### config.mk
export PLATFORM = sky130hd
export DESIGN_NAME = digit_serial_adder
export DESIGN_NICKNAME = d
export VERILOG_FILES = /design/src/rtl/digit_serial_adder.sv
export SDC_FILE = /design/constraint.sdc
export NUM_CORES = 1
export LEC_CHECK = 0
export BUFFER_PORTS_ARGS = -buffer_cell sky130_fd_sc_hd__buf_2
export CAP_MARGIN = 20
export CORE_UTILIZATION = 59
export CTS_CLUSTER_SIZE = 40
export DETAILED_ROUTE_END_ITERATION = 16
export GPL_TIMING_DRIVEN = 0
export PLACE_DENSITY_LB_ADDON = 0.08
export SETUP_SLACK_MARGIN = 0.1
export SYNTH_ARGS = -nofsm -noshare
export SYNTH_HDL_FRONTEND = slang
export SYNTH_SLANG_ARGS = --single-unit
### constraint.sdc
create_clock -name clk -period 5.1 [get_ports clk]
set_input_delay 1.02 -clock clk [delete_from_list [all_inputs] [get_ports clk]]
set_output_delay 1.02 -clock clk [all_outputs]
set_load 0.02 [all_outputs]
### src/rtl/digit_serial_adder.sv
// Digit-serial add/subtract: one DIGIT-wide slice reused over N=WIDTH/DIGIT cycles, LSD first.
// Latency N edges from start to done; start is ignored while busy and accepted again in the DONE cycle.
module digit_serial_adder #(
    parameter int WIDTH = 16,
    parameter int DIGIT = 4
) (
    input  logic             clk,
    input  logic             rst_n,
    input  logic             start,
    input  logic             sub,
    input  logic [WIDTH-1:0] a,
    input  logic [WIDTH-1:0] b,
    output logic             busy,
    output logic             done,
    output logic [WIDTH-1:0] sum,
    output logic             cout,
    output logic             ovf
);
    localparam int N  = WIDTH / DIGIT;
    localparam int CW = (N > 1) ? $clog2(N) : 1;

    typedef enum logic [1:0] {IDLE, RUN, DONE} state_t;

    state_t           state, state_nxt;
    logic [WIDTH-1:0] a_sr, b_sr, res_sr, res_nxt, dig_ext;
    logic             carry;
    logic [CW-1:0]    cnt;
    logic [DIGIT:0]   dsum;
    logic             cin_msb;
    logic             last;
    logic             accept;

    always_comb begin
        dsum    = {1'b0, a_sr[DIGIT-1:0]} + {1'b0, b_sr[DIGIT-1:0]} + {{DIGIT{1'b0}}, carry};
        // Carry into the digit's top bit recovered from its sum bit; also covers DIGIT=1.
        cin_msb = dsum[DIGIT-1] ^ a_sr[DIGIT-1] ^ b_sr[DIGIT-1];
        dig_ext = '0;
        dig_ext[DIGIT-1:0] = dsum[DIGIT-1:0];
        res_nxt = (res_sr >> DIGIT) | (dig_ext << (WIDTH - DIGIT));
        last    = (cnt == CW'(N - 1));
        accept  = start && (state == IDLE || state == DONE);
    end

    always_ff @(posedge clk or negedge rst_n) begin
        if (!rst_n) state <= IDLE;
        else        state <= state_nxt;
    end

    always_comb begin
        state_nxt = state;
        case (state)
            IDLE:    if (start) state_nxt = RUN;
            RUN:     if (last)  state_nxt = DONE;
            DONE:    state_nxt = start ? RUN : IDLE;
            default: state_nxt = IDLE;
        endcase
    end

    assign busy = (state == RUN);
    assign done = (state == DONE);

    always_ff @(posedge clk or negedge rst_n) begin
        if (!rst_n) begin
            a_sr   <= '0;
            b_sr   <= '0;
            res_sr <= '0;
            carry  <= 1'b0;
            cnt    <= '0;
            sum    <= '0;
            cout   <= 1'b0;
            ovf    <= 1'b0;
        end else if (accept) begin
            a_sr  <= a;
            b_sr  <= sub ? ~b : b;
            carry <= sub;
            cnt   <= '0;
        end else if (state == RUN) begin
            a_sr   <= a_sr >> DIGIT;
            b_sr   <= b_sr >> DIGIT;
            res_sr <= res_nxt;
            carry  <= dsum[DIGIT];
            cnt    <= cnt + CW'(1);
            if (last) begin
                sum  <= res_nxt;
                cout <= dsum[DIGIT];
                ovf  <= cin_msb ^ dsum[DIGIT];
            end
        end
    end
endmodule

==> impl_metrics.yaml <==
sta:
  slew-limit-headroom_pct: 45.3
  unrepaired_setup_endpoints_after_global_routing: "false"
  finalSetupViolations: 0
  setup_total_negative_slack_ps: 0
  slew_violations: 0
  final_critical_path_setup_slack_ps: 2420
  timing.final.hold_violations: 0
  finalWorstPathRequiredPeriod_ps: 2680
  tightest_slew_ps: 820
  clock-skew-final_ps: 10.3
  fin_crit_sh_pct: 52.5
  max_freq_ghz: 0.374
worst_setup_path:
  critical_path_arrival_ps: 1660
  critical_path.max_fanout: 10
  cp_data_required_time_ps: 4080
  timing.critical_path.from: "state[1]"
  r2r.worst_path.cells: 8
  timing_worst_setup_path_type: "flop to output port"
  startpoint_type: "flop"
  master_of_the_slowest_instance_on_the_critical_path: "dfrtp_1"
  critical-path-top-cell-by-count: "buf_2"
  reg2reg_slack_ps: 3110
  crit_chain: "nand2b_1 -> inv_2 -> buf_4 -> buf_2 -> buf_2"
  critPathMaxStageDelay_ps: 380
  regToRegStartpoint: "a_sr[0]"
  worstSetupEndpoint: "busy"
  timing.rr.end: "ovf"
  critical_path.endpoint_type: "output port"
synthesis:
  yosys_register_bits: 67
  async_flop_share_pct: 100
  synthesis.area_per_instance_um2: 10.1
  seq_area_frac_synth_pct: 55.9
  yosys.cell_types.count: 30
  yosysWarningCount: 0
  netlist_area_um2: 3000
  synthCells: 297
  synth_edf_count: 0
  syn-num-nets: 339
  synthFlopType: "dfrtp_1"
cts:
  number_of_buffers_on_the_longest_clock_path: 2
  post_cts_resize_count: 0
  tritoncts: "yes"
  cts.clk_slew.worst_paths_ps: 70
  hold_buffers: 0
  clock_insertion_delay_worst_skew_ps: 340
  clock_tree.root_cell: "clkbuf_8"
  cts_post_setup_buffers_inserted: 0
  cts.sink_count: 67
  total_number_of_h_tree_levels: 3
  cts_buffers: 9
drt:
  via_count: 2279
  ant_nets: 0
  finalWirelength_um: 5960
  drc_errors: 0
  detail_route.wl_per_cell_um: 13.7
  post_drt_via_cell_ratio: 5.25
  initial_drc_count: 64
  first_pass_iters: 4
floorplanning:
  initial_core_util_pct: 62.3
  die_area_um2: 5370
  boundaryPins: 56
  placeableCoreArea_um2: 4820
  std_cell_rows: 25
  die_y_um: 73.3
  die_x_um: 73.3
layout:
  fin_util_pct: 73.2
  most-common-layout-cells: "87 x nand2_1, 67 x dfrtp_1, 66 x buf_2, 24 x nor2_1, 20 x a31oi_1"
  flow.area_growth_from_synthesis_pct: 17.6
  finalInstanceArea_um2: 3530
  layout_commonest_cell: "nand2_1"
  antenna_cells_inserted: 0
  layout-drive-gt1-share_pct: 27.5
  final_net_count: 404
  fill_cells: 391
worst_hold_path:
  kind_of_path_behind_the_tightest_hold_check: "flop to flop"
pwr:
  power.net_switching_uw: 989
  leakage_uw: 0.00176
  pwr_dens_nw_per_um2: 686
  power.combinational.fraction_pct: 45.6
  vdd_drop_max_v: 0.000361
  switching_share_pct: 40.9
  seq_power_share_pct: 38.7
  internal_power_uw: 1430
  clockPowerShare_pct: 15.7
global_route:
  number_of_global_route_vias_before_repair: 2086
  grt_pass1_wl_um: 9650
  grt_use_total_pct: 24.9
  grt.overflow.total: 0
  grt_start_max_net_pins: 68
  grt_antenna_before_repair: 0
place:
  placedInstanceArea_um2: 3360
  place.gp.congestion: 0.820
  placement.io_buffers: 54
  post-dp-hpwl_um: 4140
  detailedPlace.worstSlack_ps: 2800
job:
  drv.max_cap_violation_count: 0
outcome:
  status: "finished clean"
## synthesized netlist by cell type, types with 3 or more instances
master | number | area [um2]
mux2_2 | 11 | 124
xor2_1 | 13 | 114
inv_1 | 4 | 15.0
dfrtp_1 | 67 | 1680
a31oi_1 | 20 | 125
buf_4 | 4 | 30.0
o21ai_0 | 12 | 60.1
mux2_1 | 3 | 33.8
a22o_1 | 4 | 35.0
nand2_1 | 87 | 327
xnor2_1 | 7 | 61.3
a22oi_1 | 3 | 22.5
buf_2 | 13 | 65.1
ha_1 | 4 | 50.1
nand2b_1 | 3 | 18.8
nor2_1 | 24 | 90.1
a21oi_1 | 3 | 15.0
## flip-flops by register name (all words and copies together) (netlist names)
register  cells
a_sr         16
ovf           1
cnt           2
state         2
cout          1
sum          16
carry         1
b_sr         16
res_sr       12
## power by group through the flow
stage | Combinational [uW] | Clock (uW) | Sequential, uW
global route | 1230 | 410 | 967
finish | 1100 | 381 | 936
CTS | 1120 | 387 | 937
floorplan | 739 | 0 | 997
detailed placement | 1110 | 0 | 946
global placement | 1080 | 0 | 935
## cell type report
cell class / count / area, um2 / share of cell area [%]
well taps: 67 / 83.8 / 2.38
clock inverters: 4 / 26.3 / 0.745
flip-flops and latches: 67 / 1680 / 47.5
clock buffers: 12 / 145 / 4.11
plain buffers: 19 / 110 / 3.12
repair buffers: 54 / 273 / 7.73
multi-input cells: 206 / 1190 / 33.9
inverters: 5 / 18.8 / 0.532
## worst max-delay path, delay by kind of cell (launching register included)
| family | cells | cell delay, ps |
|---|---|---|
| and+or+nand+nor | 1 | 190 |
| DFF | 1 | 380 |
| buffers and inverters | 4 | 740 |
## cells by family after synthesis
group	count (synthesis)	synth area share, %
AND/OR/NAND/NOR	118	15.3
multiplexers	14	5.25
flip-flops	67	55.9
AO/OA/AOI/OAI	47	9.88
buffers and inverters	24	4.29
adder cells (fa/ha/maj)	6	3.00
XOR/XNOR	21	6.38
## layer usage
layer	vias up	global-route usage [%]	share of wire, %
met4	0	12.0	1.6
li1	1105	-	-
met5	-	0	0
met3	10	4.25	4.0
met1	1101	30.7	43
met2	63	42.7	51
## worst min path at each step
stage               startpoint         to  slack (ps)  cells after the start
finish               res_sr[7]  res_sr[7]         480                      2
global route          b_sr[12]   b_sr[12]         510                      2
CTS                  res_sr[7]  res_sr[7]         480                      2
detailed placement   res_sr[7]  res_sr[7]         460                      2
global placement     res_sr[5]  res_sr[5]         460                      2
floorplan            res_sr[4]  res_sr[4]         440                      2
## per-stage QoR
stage / hold slack (ps) / cells / total power [uW]
2_1_floorplan: 442 / 297 / 1740
3_3_place_gp: 458 / 418 / 2010
3_5_place_dp: 462 / 418 / 2050
4_1_cts: 479 / 434 / 2440
5_1_grt: 508 / 434 / 2610
6_report: 476 / 434 / 2420
Power figures use the tool's default switching activity.
